### config.mk
export PLATFORM = sky130hd
export DESIGN_NAME = fetch_buffer
export DESIGN_NICKNAME = d
export VERILOG_FILES = /design/src/rtl/riscv_pkg.sv /design/src/rtl/fetch_buffer.sv
export SDC_FILE = /design/constraint.sdc
export NUM_CORES = 1
export LEC_CHECK = 0
export CELL_PAD_IN_SITES_DETAIL_PLACEMENT = 2
export CELL_PAD_IN_SITES_GLOBAL_PLACEMENT = 2
export CORE_MARGIN = 2
export CORE_UTILIZATION = 30
export DETAILED_ROUTE_END_ITERATION = 8
export HOLD_SLACK_MARGIN = 0.06
export PLACE_DENSITY = 0.79
export SYNTH_ARGS = -nofsm -noshare
export SYNTH_HDL_FRONTEND = slang
export SYNTH_SLANG_ARGS = --single-unit
### constraint.sdc
create_clock -name clock -period 2.63 [get_ports clock]
set_input_delay 0.6575 -clock clock [delete_from_list [all_inputs] [get_ports clock]]
set_output_delay 0.6575 -clock clock [all_outputs]
set_load 0.02 [all_outputs]
### src/rtl/riscv_pkg.sv
// Shared RISC-V front-end definitions: datapath width, canonical NOP and the
// fetch queue entry payload.
package riscv_pkg;

   localparam int unsigned XLEN      = 32;
   localparam logic [31:0] INSTR_NOP = 32'h0000_0013;

   typedef struct packed {
      logic            filled;
      logic [XLEN-1:0] pc;
      logic [31:0]     instr;
   } fetch_entry_t;

endpackage

### src/rtl/fetch_buffer.sv
// Decoupled instruction-fetch front end: owns the fetch PC, issues in-order
// imem requests and queues returned instructions for IF/ID, with redirect flush.
module fetch_buffer
   import riscv_pkg::*;
#(
   parameter int unsigned     DEPTH    = 4,
   parameter logic [XLEN-1:0] RESET_PC = '0
) (
   input  logic            clock,
   input  logic            reset,
   input  logic            redirect_valid,
   input  logic [XLEN-1:0] redirect_target,
   output logic            req_valid,
   output logic [XLEN-1:0] req_addr,
   input  logic            req_ready,
   input  logic            resp_valid,
   input  logic [31:0]     resp_data,
   output logic            out_valid,
   output logic [31:0]     out_instr,
   output logic [XLEN-1:0] out_pc,
   output logic [XLEN-1:0] out_pc_plus4,
   input  logic            out_ready
);

   localparam int unsigned PW = $clog2(DEPTH);
   localparam int unsigned CW = PW + 1;
   localparam int unsigned DW = $clog2(2 * DEPTH + 1);

   logic [XLEN-1:0] fetch_pc_q, fetch_pc_d;
   logic [DEPTH-1:0] alloc_q, alloc_d;
   fetch_entry_t    entry_q [DEPTH];
   fetch_entry_t    entry_d [DEPTH];
   logic [PW-1:0]   rd_ptr_q, rd_ptr_d;
   logic [PW-1:0]   wr_ptr_q, wr_ptr_d;
   logic [PW-1:0]   fill_ptr_q, fill_ptr_d;
   logic [CW-1:0]   count_q, count_d;
   logic [CW-1:0]   unfilled_q, unfilled_d;
   logic [DW-1:0]   discard_q, discard_d;

   logic         full;
   logic         issue;
   logic         pop;
   logic         drop;
   logic         fill;
   fetch_entry_t head;
   logic         unused_target_lsbs;

   assign unused_target_lsbs = ^redirect_target[1:0];

   assign full  = (count_q == CW'(DEPTH));
   assign head  = entry_q[rd_ptr_q];
   assign drop  = (discard_q != '0);
   assign fill  = resp_valid && !redirect_valid && !drop;

   assign req_valid    = reset && !full && !redirect_valid;
   assign req_addr     = reset ? fetch_pc_q : RESET_PC;
   assign out_valid    = reset && alloc_q[rd_ptr_q] && head.filled && !redirect_valid;
   assign out_instr    = head.instr;
   assign out_pc       = head.pc;
   assign out_pc_plus4 = head.pc + XLEN'(4);

   assign issue = req_valid && req_ready;
   assign pop   = out_valid && out_ready;

   // Next-state: redirect flushes everything and converts in-flight requests into discards
   always_comb begin
      fetch_pc_d = fetch_pc_q;
      alloc_d    = alloc_q;
      entry_d    = entry_q;
      rd_ptr_d   = rd_ptr_q;
      wr_ptr_d   = wr_ptr_q;
      fill_ptr_d = fill_ptr_q;
      count_d    = count_q;
      unfilled_d = unfilled_q;
      discard_d  = discard_q;

      if (redirect_valid) begin
         for (int i = 0; i < int'(DEPTH); i++) begin
            alloc_d[i]        = 1'b0;
            entry_d[i].filled = 1'b0;
         end
         rd_ptr_d   = '0;
         wr_ptr_d   = '0;
         fill_ptr_d = '0;
         count_d    = '0;
         unfilled_d = '0;
         fetch_pc_d = {redirect_target[XLEN-1:2], 2'b00};
         discard_d  = discard_q + DW'(unfilled_q) - DW'(resp_valid);
      end else begin
         if (issue) begin
            alloc_d[wr_ptr_q]        = 1'b1;
            entry_d[wr_ptr_q].filled = 1'b0;
            entry_d[wr_ptr_q].pc     = fetch_pc_q;
            fetch_pc_d               = fetch_pc_q + XLEN'(4);
            wr_ptr_d                 = wr_ptr_q + PW'(1);
         end
         if (resp_valid && drop) begin
            discard_d = discard_q - DW'(1);
         end
         if (fill) begin
            entry_d[fill_ptr_q].instr  = resp_data;
            entry_d[fill_ptr_q].filled = 1'b1;
            fill_ptr_d                 = fill_ptr_q + PW'(1);
         end
         if (pop) begin
            alloc_d[rd_ptr_q]        = 1'b0;
            entry_d[rd_ptr_q].filled = 1'b0;
            rd_ptr_d                 = rd_ptr_q + PW'(1);
         end
         count_d    = count_q + CW'(issue) - CW'(pop);
         unfilled_d = unfilled_q + CW'(issue) - CW'(fill);
      end
   end

   always_ff @(posedge clock) begin
      if (!reset) begin
         fetch_pc_q <= RESET_PC;
         alloc_q    <= '0;
         for (int i = 0; i < int'(DEPTH); i++) begin
            entry_q[i] <= '{filled: 1'b0, pc: '0, instr: INSTR_NOP};
         end
         rd_ptr_q   <= '0;
         wr_ptr_q   <= '0;
         fill_ptr_q <= '0;
         count_q    <= '0;
         unfilled_q <= '0;
         discard_q  <= '0;
      end else begin
         fetch_pc_q <= fetch_pc_d;
         alloc_q    <= alloc_d;
         for (int i = 0; i < int'(DEPTH); i++) begin
            entry_q[i] <= entry_d[i];
         end
         rd_ptr_q   <= rd_ptr_d;
         wr_ptr_q   <= wr_ptr_d;
         fill_ptr_q <= fill_ptr_d;
         count_q    <= count_d;
         unfilled_q <= unfilled_d;
         discard_q  <= discard_d;
      end
   end

   // imem must never return more words than were requested
   resp_has_request: assert property (@(posedge clock) disable iff (!reset)
      resp_valid |-> (discard_q != '0 || unfilled_q != '0));

endmodule
; Word-level counts from Yosys, hierarchy flattened
; Cells that the tools add are included.
[totals]
ff_bits = 312
wordCells = 110
output_inout_bits = 130
input_bits = 70
[classes]
n_mux = 37
reduce_logical = 22
eq_ne = 1
n_lt_le_gt_ge = 10
add_sub_neg = 12
bitwise_logic = 7
[op_table]
columns = op, n
row1 = bitwise mux 260 bit, 5
row2 = 2-to-1 mux 260 bit, 5
row3 = demux 65 bit (select 2 bit), 5
row4 = 2-to-1 mux 65 bit, 5
row5 = binary-select mux 65 bit (select 2 bit), 1
row6 = 2-to-1 mux 32 bit, 4
row7 = "adder 32 x 3 -> 32 bit, second input constant", 2
row8 = 2-to-1 mux 64 bit, 1
row9 = 2-to-1 mux 4 bit, 5
row10 = logical AND 1 bit, 15
row11 = "greater-or-equal comparator 3 bit, second input constant", 3
row12 = "< comparator 3 x 1 -> 1 bit, second input constant", 3
row13 = inverter 2 -> 3 bit, 3
row14 = "adder 2 x 1 -> 2 bit, second input constant", 3
row15 = adder 3 x 1 -> 3 bit, 2
row16 = "< comparator 2 x 3 -> 1 bit, second input constant", 2
row17 = subtractor 3 x 1 -> 3 bit, 2
row18 = adder 4 x 3 -> 4 bit, 1
row19 = bitwise AND 4 bit, 1
row20 = demux 1 bit (select 2 bit), 2
row21 = "greater-or-equal comparator 2 x 1 -> 1 bit, second input constant", 2
row22 = inverter 4 bit, 1
row23 = OR 4 bit, 1
row24 = nonzero test 2 bit, 2
row25 = 9 further kinds, 13

; Depth between registers and ports, before layout
; Gate-level depths: netlist of the first run.
[logic_depth]
depth_word = 15
ltp_mapped = 13
ltp_nobuf = 13

; Worst setup path before layout of the first run
; No wires, ideal clock.
[synth_path]
kind = input to register
from = in redirect_valid
to = reg count_q[1]
setup_time_ps = 115
n_path_buf = 3
t_required_ps = 2515
t_arrival_ps = 3141
setup_slack_ps = -625
cell_stages = 11
cell_sequence = clkbuf_1 -> nand2b_1 -> clkbuf_1 -> a311oi_1 -> and2_1 -> buf_2 -> ha_1 -> inv_1 -> ha_1 -> fa_1 -> and2_1
[synth_between]
word_cells_on_any_way = 8
classes_between = add/sub (2) / reduce/logical (6)
[synth_lines]
columns = element, line
row1 = from (decl), fetch_buffer.sv:11  ; input logic redirect_valid,
row2 = zero test 1 bit, fetch_buffer.sv:57  ; assign out_valid = reset && alloc_q[rd_ptr_q] && head.filled && !redirect_valid;
row3 = logical AND 1 bit, fetch_buffer.sv:57
row4 = named net out_valid, fetch_buffer.sv:18  ; output logic out_valid,
row5 = logical AND 1 bit, fetch_buffer.sv:63  ; assign pop = out_valid && out_ready;
row6 = subtractor 3 x 1 -> 3 bit, fetch_buffer.sv:110  ; count_d = count_q + CW'(issue) - CW'(pop);
row7 = to (signal assigned), fetch_buffer.sv:137  ; count_q <= count_d;
row8 = to (decl), fetch_buffer.sv:36  ; logic [CW-1:0] count_q, count_d;
; The timed path passes the listed nets, and every way through them passes these cells.
; A chain may end at the register's enable or synchronous reset.

; Worst setup path in the final report of the first run
[layout_path]
from = reg rd_ptr_q[1]
to = out out_pc_plus4[27]
[layout_between]
elab_chain_cells = 5
[layout_rtl]
columns = element, line
row1 = from (decl), fetch_buffer.sv:33  ; logic [PW-1:0] rd_ptr_q, rd_ptr_d;
row2 = from (signal assigned), fetch_buffer.sv:134  ; rd_ptr_q <= rd_ptr_d;
row3 = inverter 2 -> 3 bit (implied by the code), fetch_buffer.sv:51  ; assign head = entry_q[rd_ptr_q];
row4 = binary-select mux 65 bit (select 2 bit), fetch_buffer.sv:51
row5 = 2-to-1 mux 65 bit (implied by the code) (2 in a row), fetch_buffer.sv:51
row6 = adder 32 x 3 -> 32 bit, fetch_buffer.sv:60  ; assign out_pc_plus4 = head.pc + XLEN'(4);
row7 = to (decl), fetch_buffer.sv:21  ; output logic [XLEN-1:0] out_pc_plus4,
; Every way passes these cells. The select of a mux whose other input is x is not followed.

==> metrics.yaml, run 1 <==
status:
  outcome: "finished with violations"
  violations: "negative setup slack"
synthesis:
  synth_cell_types: 63
  yosysSeqAreaShare: 0.435
  postSynthAreaPerCell_sq_um: 8.32
  synth_cells: 1716
  netlist.area_leader.share: 0.435
  synth_edf_count: 0
  synthTopCellsByCount: "558 x nand2_1, 310 x dfxtp_1, 272 x a21oi_1"
  synth-seq-cells: 310
  yosysMostFrequentCell: "nand2_1"
  syn-cell-area_sq_mm: 0.0143
  yosysWarnings: 0
  ys_async_sr_fraction: 0
  synth_area_leaders: "dfxtp_1 43%, nand2_1 15%, a21oi_1 9.5%"
  synth_ff_type: "dfxtp_1"
  post-synth-top-area-cell: "dfxtp_1"
worst_setup_path:
  arrival_ns: 2.83
  crit_start: "rd_ptr_q[1]"
  end_kind: "output pin"
  path_class: "reg2out"
  cp-start-kind: "register"
  r2r_start: "rd_ptr_q[0]"
  required_ns: 1.97
  worstPathMaxFanout: 6
place:
  portBuffers: 195
  gp_congestion: 0.774
  dp_cells: 2505
  hpwl_mm: 38.6
clock_network:
  cts_tree: "built"
  clockBufferDepth: 3
  insertion_delay_ns: 0.57
  clkTransAtPathRegs_ns: 0.06
  postCtsHoldBufs: 0
  root_buffer: "clkbuf_16"
  cts_made_buffers: 39
  htreeDepth: 2
  cts_num_sinks: 310
job:
  max_cap_viol_count: 0
timing:
  setup_viol: 98
  hold_violations: 0
  fin_ws_ns: -0.859
  clock_skew_ns: 0.0244
  fmax_mhz: 287
  finalCritPeriodShare: 1.33
  tightest_slew_ns: 0.927
  period_minus_slack_ns: 3.49
  relSlewSlack: 0.382
  slew_viol_final: 0
  rsz0062_at_grt: "true"
global_routing:
  grt-ovfl-total: 0
  grt_pass1_vias: 15700
  grt_max_degree: 166
  grt_pass1_wl_mm: 92.4
  grt_use_total: 0.241
  antenna_found_initial: 6
power:
  power_density_mw_per_mm2: 600
  ir_worst_vdd_v: 0.000432
  power.total_mw: 12.1
  power.leakage_nw: 7.74
floorplanning:
  die_h_um: 222
  core_sq_mm: 0.0468
  dieArea_sq_mm: 0.0493
  floorplan.rows: 79
  io_pins: 200
  die_width_um: 222
  start_util: 0.305
final_layout:
  fin_nets: 2094
  final_cells: 2635
  fillerInstances: 4986
  layout-drive-gt1-share: 0.254
  syn_to_final_growth_pct: 41.8
  final_core_utilization: 0.433
detailed_routing:
  wl_per_cell_um: 25.2
  ant_nets: 0
  drc: 0
  vias_per_cell: 5.38
  drtPass1Iterations: 5
  vias: 14200
  drt_iter0_drc: 798
  drt_wl_total_mm: 66.5
min_path:
  hold_path.class: "reg2reg"
-- final timing paths --
path,end,slack (ns),cells after the start
min reg2reg,register,0.46,2
min,register,0.46,2
max,out_pc_plus4[27],-0.86,10
max reg2reg,count_q[2],-0.29,14
-- timing repair --
| action | in CTS | in global routing |
|---|---|---|
| setup endpoints to repair | 105 | 104 |
| cloned | 1 | 5 |
| pin swaps | 24 | 37 |
| buffers inserted | 21 | 45 |
| gates resized for setup | 484 | 152 |
-- worst max-delay path, cell delays in order (launching register included) --
cell and delay (ns):
dfxtp_4 0.48, buf_8 0.16, mux4_2 0.51, and2_4 0.19, and3_4 0.19, nor3b_4 0.15
buf_6 0.14, buf_4 0.14, nand3_4 0.05, xnor2_2 0.10, buf_4 0.15
-- placed cells by master, fill, tap and decap left out, types with 27 or more instances in the layout --
| master | synthesis | layout |
|---|---|---|
| a21oi_1 | 272 | 272 |
| and2_1 | 44 | 41 |
| buf_12 | 1 | 27 |
| buf_4 | 5 | 134 |
| buf_6 | 2 | 94 |
| clkbuf_16 | 0 | 43 |
| clkdlybuf4s50_1 | 0 | 92 |
| dfxtp_1 | 310 | 305 |
| inv_1 | 33 | 27 |
| mux4_2 | 60 | 64 |
| nand2_1 | 558 | 545 |
| nor2_1 | 38 | 37 |
-- where the power goes --
part	switching [mW]	leakage (nW)	internal [mW]
Clock	2.29	0.678	3.44
Combinational	0.859	4.55	0.636
Sequential	0.110	2.51	4.81
-- layout make-up --
type / instances / area [sq um] / share of cell area
tap: 607 / 759 / 0.0375
clock inverter: 18 / 205 / 0.0101
multi-input combinational: 1223 / 7810 / 0.386
sequential: 310 / 6220 / 0.307
antenna: 2 / 5.00 / 0.000247
inverter: 33 / 136 / 0.00674
timing repair buffer: 388 / 3970 / 0.196
clock buffer: 54 / 1140 / 0.0564
-- metrics by stage --
step	area, sq um	setup WS [ns]	TNS, ns	hold WS (ns)
6_report	20200	-0.859	-42.41	0.457
5_1_grt	20200	-0.933	-45.71	0.469
4_1_cts	19700	-0.841	-47.28	0.457
3_5_place_dp	17900	-0.749	-25.53	0.448
3_3_place_gp	17900	-0.695	-23.59	0.439
2_1_floorplan	14600	-0.179	-2.17	0.432
-- cell families after synthesis --
family                     share of synthesized area
muxes                                          0.105
other                                       0.000263
adders and majority gates                     0.0270
AOI/OAI and AO/OA                              0.123
and+or+nand+nor                                0.226
buffers and inverters                         0.0560
xor gates and xnor gates                      0.0276
DFF                                            0.435
-- routing by layer --
metal  track usage  routed length (um)
met1         0.279               26700
met2         0.442               34800
met3        0.0445                2830
met4        0.0850                2060
met5             0                  34
No activity file was read; power rests on OpenSTA's default activity.
==> run 2: changes to the inputs <==
--- a/config.mk
+++ b/config.mk
@@ -9,6 +9,7 @@
 export CELL_PAD_IN_SITES_GLOBAL_PLACEMENT = 2
 export CORE_MARGIN = 2
 export CORE_UTILIZATION = 30
+export CTS_BUF_LIST = sky130_fd_sc_hd__clkbuf_4 sky130_fd_sc_hd__clkbuf_8 sky130_fd_sc_hd__clkbuf_16
 export DETAILED_ROUTE_END_ITERATION = 8
 export HOLD_SLACK_MARGIN = 0.06
 export PLACE_DENSITY = 0.79
==> run 2 against run 1 <==
The flow still finishes with violations (negative setup slack). Final cell count is essentially flat. Total power grew 1.1%. Worst setup slack lost 0.056 ns. Sequential cell count is the same. Clock skew shrank 0.0047 ns.
==> metrics.yaml, run 2 (synthesized netlist as in run 1, its figures left out) <==
detailed_routing:
  drt_wl_total_mm: 69.5  # was 66.5 mm
  vias_per_cell: 5.48  # was 5.38
  vias: 14500  # was 14200
  wl_per_cell_um: 26.4  # was 25.2 um
  drt_iter0_drc: 886  # was 798
  drtPass1Iterations: 5  # unchanged
  drc: 0  # unchanged
  ant_nets: 0  # unchanged
clock_network:
  cts_tree: "built"  # unchanged
  cts_made_buffers: 39  # unchanged
  clkTransAtPathRegs_ns: 0.06  # about the same
  clockBufferDepth: 3  # unchanged
  root_buffer: "clkbuf_16"  # unchanged
  cts_num_sinks: 310  # unchanged
  insertion_delay_ns: 0.57  # about the same
  htreeDepth: 2  # unchanged
  postCtsHoldBufs: 0  # unchanged
global_routing:
  grt-ovfl-total: 0  # unchanged
  grt_use_total: 0.255  # was 0.241
  grt_pass1_vias: 15800  # was 15700
  antenna_found_initial: 4  # was 6
  grt_pass1_wl_mm: 97.0  # was 92.4 mm
  grt_max_degree: 166  # unchanged
timing:
  hold_ws_ns: 0.456  # was 0.457 ns
  rsz0062_at_grt: "true"  # unchanged
  fmax_mhz: 282  # was 287 MHz
  fin_ws_ns: -0.914  # was -0.859 ns
  setup_viol: 98  # unchanged
  finalCritPeriodShare: 1.35  # was 1.33
  hold_violations: 0  # unchanged
  period_minus_slack_ns: 3.54  # was 3.49 ns
  slew_viol_final: 0  # unchanged
  clock_skew_ns: 0.0198  # was 0.0244 ns
  relSlewSlack: 0.426  # was 0.382
  tightest_slew_ns: 0.861  # was 0.927 ns
floorplanning:
  io_pins: 200  # unchanged
  dieArea_sq_mm: 0.0493  # unchanged
  start_util: 0.305  # unchanged
  die_h_um: 222  # unchanged
  core_sq_mm: 0.0468  # unchanged
  floorplan.rows: 79  # unchanged
  die_width_um: 222  # unchanged
final_layout:
  layout_commonest_cell: "nand2_1"  # unchanged
  syn_to_final_growth_pct: 42.8  # was 41.8%
  multiInputGateArea_sq_mm: 0.00781  # about the same
  final_cell_mix: "544 x nand2_1, 304 x dfxtp_1, 272 x a21oi_1"  # was 545 x nand2_1, 305 x dfxtp_1, 272 x a21oi_1
  fin_nets: 2096  # was 2094
  fillerInstances: 4966  # was 4986
  seqCellArea_sq_mm: 0.00622  # about the same
  layout-drive-gt1-share: 0.257  # was 0.254
status:
  violations: "negative setup slack"  # unchanged
  outcome: "finished with violations"  # unchanged
power:
  p_switching_mw: 3.33  # was 3.26 mW
  power_density_mw_per_mm2: 603  # was 600 mW/mm^2
  power.share.sequential: 0.401  # was 0.405
  combPwrFrac: 0.125  # was 0.123
  power.share.switching: 0.271  # was 0.268
  power.total_mw: 12.3  # was 12.1 mW
  p_int_mw: 8.95  # was 8.89 mW
  power.leakage_nw: 7.81  # was 7.74 nW
  clkPwrFrac: 0.474  # was 0.472
  ir_worst_vdd_v: 0.000429  # was 0.000432 V
worst_setup_path:
  worstPathMaxFanout: 6  # unchanged
  ff2ff_setup_slack_ns: -0.21  # was -0.29 ns
  r2r_start: "rd_ptr_q[1]"  # was rd_ptr_q[0]
  required_ns: 1.97  # about the same
  reg2reg_depth: 13  # was 14
  arrival_ns: 2.89  # was 2.83 ns
  end_kind: "output pin"  # unchanged
  path_class: "reg2out"  # unchanged
  timing.rr.end: "count_q[1]"  # was count_q[2]
  cp-start-kind: "register"  # unchanged
place:
  gp_congestion: 0.774  # unchanged
  hpwl_mm: 38.6  # unchanged
  portBuffers: 195  # unchanged
min_path:
  hold_depth: 2  # unchanged
  hold_path.class: "reg2reg"  # unchanged
job:
  max_cap_viol_count: 0  # unchanged
run 2: cell count changes in the layout (fill, tap and decap cells not counted), sizes merged:
cell / delta
buf: +8
bufbuf: +1
clkbuf: -6
clkdlybuf4s15: -2
diode: -1
dlygate4sd2: +1
run 2: per-layer routing:
metal | up-vias | track usage | share of wire
met3 | 166 | 0.0462 | 0.046
met5 | - | 0 | 0.00032
met2 | 451 | 0.460 | 0.51
met1 | 7518 | 0.297 | 0.40
li1 | 6313 | - | -
met4 | 4 | 0.103 | 0.044
run 2: per-stage QoR:
step	utilization	std cells	TNS, ns	area [sq um]	setup slack, ns
2_1_floorplan	-	1717	-2.17	14600	-0.179
3_5_place_dp	0.383	2505	-25.53	17900	-0.749
4_1_cts	0.421	2596	-38.19	19700	-0.843
5_1_grt	0.436	2635	-47.23	20400	-0.980
3_3_place_gp	0.383	2505	-23.59	17900	-0.695
6_report	0.436	2636	-43.53	20400	-0.914
run 2: power by group through the flow:
stage | clock [mW] | sequential [mW] | combinational [mW]
5_1_grt | 6.07 | 4.94 | 1.64
4_1_cts | 5.82 | 4.92 | 1.43
2_1_floorplan | 0 | 4.97 | 0.786
3_3_place_gp | 0 | 5.01 | 1.36
6_report | 5.82 | 4.93 | 1.54
3_5_place_dp | 0 | 5.01 | 1.43
run 2: critical path, cell delays in order, from the launching register on:
cell and delay (ns):
dfxtp_4 0.41, buf_8 0.16, mux4_2 0.40, and4_4 0.30, nand4_4 0.15, nor3b_4 0.23, buf_6 0.16, nand4_1 0.15
xnor2_2 0.19, buf_4 0.16
run 2: timing repair:
item	CTS	global route
resized for setup	504	181
gates cloned	4	1
pin swaps	23	33
setup endpoints to repair	105	105
buffers inserted	22	51
run 2: area by class of cell:
class | instances | area share
Inverter | 33 | 0.00669
Antenna cell | 1 | 0.000123
Multi-Input combinational cell | 1223 | 0.383
Clock buffer | 54 | 0.0568
Timing Repair Buffer | 390 | 0.201
Tap cell | 607 | 0.0373
Clock inverter | 18 | 0.0101
Sequential cell | 310 | 0.305
run 2: worst max-delay path by stage:
stage | from | endpoint | slack, ns | cells after the start
2_1_floorplan | redirect_valid | count_q[1] | -0.18 | 11
3_3_place_gp | rd_ptr_q[1] | out_pc_plus4[25] | -0.69 | 9
3_5_place_dp | rd_ptr_q[1] | out_pc_plus4[25] | -0.75 | 9
4_1_cts | rd_ptr_q[1] | out_pc_plus4[25] | -0.84 | 10
5_1_grt | rd_ptr_q[1] | out_pc_plus4[25] | -0.98 | 9
6_report | rd_ptr_q[1] | out_pc_plus4[25] | -0.91 | 9
==> run 3: changes to the inputs <==
--- a/config.mk
+++ b/config.mk
@@ -10,6 +10,7 @@
 export CORE_MARGIN = 2
 export CORE_UTILIZATION = 30
 export CTS_BUF_LIST = sky130_fd_sc_hd__clkbuf_4 sky130_fd_sc_hd__clkbuf_8 sky130_fd_sc_hd__clkbuf_16
+export CTS_CLUSTER_DIAMETER = 30
 export DETAILED_ROUTE_END_ITERATION = 8
 export HOLD_SLACK_MARGIN = 0.06
 export PLACE_DENSITY = 0.79
==> run 3 against run 2 <==
The run still ends with negative setup slack left. Worst setup slack worse by 0.064 ns. Via count increased by 7.7%. Clock skew grew 0.030 ns. First-iteration DRC count is 34% higher. Sequential power is essentially flat. Non-clock buffer count shrank 12. Global-route usage rose by 3.5 points. Sequential share of layout area decreased by 2.0 points. Clock power grew 96%. Critical path type unchanged. Highest routed layer unchanged.
==> metrics.yaml, run 3 (synthesized netlist as in run 1, its figures left out) <==
detailed_routing:
  drt_wl_total_mm: 85.1  # was 69.5 mm
  drc: 0  # unchanged
  wl_per_cell_um: 31.5  # was 26.4 um
  drt_iter0_drc: 1188  # was 886
  ant_nets: 0  # unchanged
  drtPass1Iterations: 5  # unchanged
  vias: 15600  # was 14500
  vias_per_cell: 5.76  # was 5.48
timing:
  rsz0062_at_grt: "true"  # unchanged
  tightest_slew_ns: 0.946  # was 0.861 ns
  fmax_mhz: 277  # was 282 MHz
  finalCritPeriodShare: 1.37  # was 1.35
  relSlewSlack: 0.369  # was 0.426
  period_minus_slack_ns: 3.61  # was 3.54 ns
  setup_viol: 103  # was 98
  slew_viol_final: 0  # unchanged
  fin_ws_ns: -0.978  # was -0.914 ns
  hold_violations: 0  # unchanged
  clock_skew_ns: 0.0502  # was 0.0198 ns
  hold_ws_ns: 0.461  # was 0.456 ns
worst_setup_path:
  path_class: "reg2out"  # unchanged
  cp-start-kind: "register"  # unchanged
  arrival_ns: 2.95  # was 2.89 ns
  end_kind: "output pin"  # unchanged
  worstPathMaxFanout: 6  # unchanged
  slowest_delay_ns: 0.54  # was 0.41 ns
  r2r_start: "rd_ptr_q[1]"  # unchanged
  cp_cell_sequence: "buf_12 > mux4_2 > and2_4 > and3_4 > nor3b_2 > buf_4 > nand4_1 > xnor2_2 > buf_4"  # was buf_8 > mux4_2 > and4_4 > nand4_4 > nor3b_4 > buf_6 > nand4_1 > xnor2_2 > buf_4
  cp_common_cell: "buf_4"
  timing.rr.end: "count_q[1]"  # unchanged
  required_ns: 1.97  # about the same
  reg2reg_depth: 14  # was 13
  ff2ff_setup_slack_ns: -0.39  # was -0.21 ns
  cp_slowest_cell: "mux4_2"  # was dfxtp_4
floorplanning:
  io_pins: 200  # unchanged
  die_h_um: 222  # unchanged
  die_width_um: 222  # unchanged
  dieArea_sq_mm: 0.0493  # unchanged
  core_sq_mm: 0.0468  # unchanged
  start_util: 0.305  # unchanged
  floorplan.rows: 79  # unchanged
place:
  gp_congestion: 0.774  # unchanged
  hpwl_mm: 38.6  # unchanged
  place_ws_ns: -0.749  # unchanged
  portBuffers: 195  # unchanged
  place_area_sq_mm: 0.0179  # unchanged
min_path:
  hold_path.class: "reg2reg"  # unchanged
  hold_depth: 2  # unchanged
clock_network:
  cts_num_sinks: 310  # unchanged
  clkTransAtPathRegs_ns: 0.04  # was 0.06 ns
  cts_tree: "built"  # unchanged
  cts_made_buffers: 82  # was 39
  root_buffer: "clkbuf_16"  # unchanged
  htreeDepth: 3  # was 2
  insertion_delay_ns: 0.65  # was 0.57 ns
  clockBufferDepth: 3  # unchanged
final_layout:
  fin_nets: 2127  # was 2096
  fin_area_sq_mm: 0.0219  # was 0.0204 sq mm
  syn_to_final_growth_pct: 53.2  # was 42.8%
  final_core_utilization: 0.467  # was 0.436
  final_cell_mix: "546 x nand2_1, 295 x dfxtp_1, 272 x a21oi_1"  # was 544 x nand2_1, 304 x dfxtp_1, 272 x a21oi_1
  layout-drive-gt1-share: 0.286  # was 0.257
  layout_commonest_cell: "nand2_1"  # unchanged
global_routing:
  grt_pass1_wl_mm: 110  # was 97.0 mm
  grt_use_total: 0.290  # was 0.255
  antenna_found_initial: 4  # unchanged
  grt_max_degree: 166  # unchanged
  grt-ovfl-total: 0  # unchanged
  grt_pass1_vias: 17000  # was 15800
status:
  violations: "negative setup slack"  # unchanged
  outcome: "finished with violations"  # unchanged
power:
  ir_worst_vdd_v: 0.000554  # was 0.000429 V
  power.leakage_nw: 8.65  # was 7.81 nW
  power_density_mw_per_mm2: 824  # was 603 mW/mm^2
  power.total_mw: 18.0  # was 12.3 mW
job:
  max_cap_viol_count: 0  # unchanged
run 3: final cells by class:
cell class	count	area [sq um]
Antenna cell	2	5.00
Fill cell	4768	24900
Clock buffer	115	2400
Multi-Input combinational cell	1223	7820
Tap cell	607	759
Clock inverter	36	634
Sequential cell	310	6230
Timing Repair Buffer	378	3870
Inverter	33	136
run 3: per-layer routing:
layer | GRT usage | part of all wire
met4 | 0.128 | 0.052
met1 | 0.323 | 0.37
met2 | 0.532 | 0.52
met3 | 0.0600 | 0.062
met5 | 0 | 0.00012
run 3: worst max-delay path by stage:
stage	depth (start not counted)	start	endpoint	slack (ns)
2_1_floorplan	11	redirect_valid	count_q[1]	-0.18
3_3_place_gp	9	rd_ptr_q[1]	out_pc_plus4[25]	-0.69
3_5_place_dp	9	rd_ptr_q[1]	out_pc_plus4[25]	-0.75
4_1_cts	8	rd_ptr_q[1]	out_pc_plus4[31]	-0.94
5_1_grt	9	rd_ptr_q[1]	out_pc_plus4[25]	-1.02
6_report	9	rd_ptr_q[1]	out_pc_plus4[25]	-0.98
run 3: through the flow:
stage,instances,setup TNS (ns)
global route,2702,-54.92
global placement,2505,-23.59
CTS,2662,-62.15
detailed placement,2505,-25.53
finish,2704,-52.39
floorplan,1717,-2.17
run 3: power by group:
group	leakage (nW)	internal (mW)	switching, mW
logic	4.63	0.662	0.988
registers	2.51	4.83	0.134
clock network	1.50	7.75	3.65
total	8.65	13.2	4.78
run 3: critical path: cells and delay by family, from the launching register on:
kind,cells,cell delay [ns]
buffers and inverters,3,0.48
multiplexers,1,0.54
flip-flops,1,0.48
AND/OR/NAND/NOR,4,0.68
XOR/XNOR,1,0.13
run 3: timing repair:
| action | CTS | global route |
|---|---|---|
| setup buffers | 6 | 43 |
| gates cloned | 0 | 3 |
| hold buffers | 0 | 0 |
| pin swaps | 8 | 21 |
| resized for setup | 305 | 314 |
| endpoints found under the setup margin | 118 | 126 |
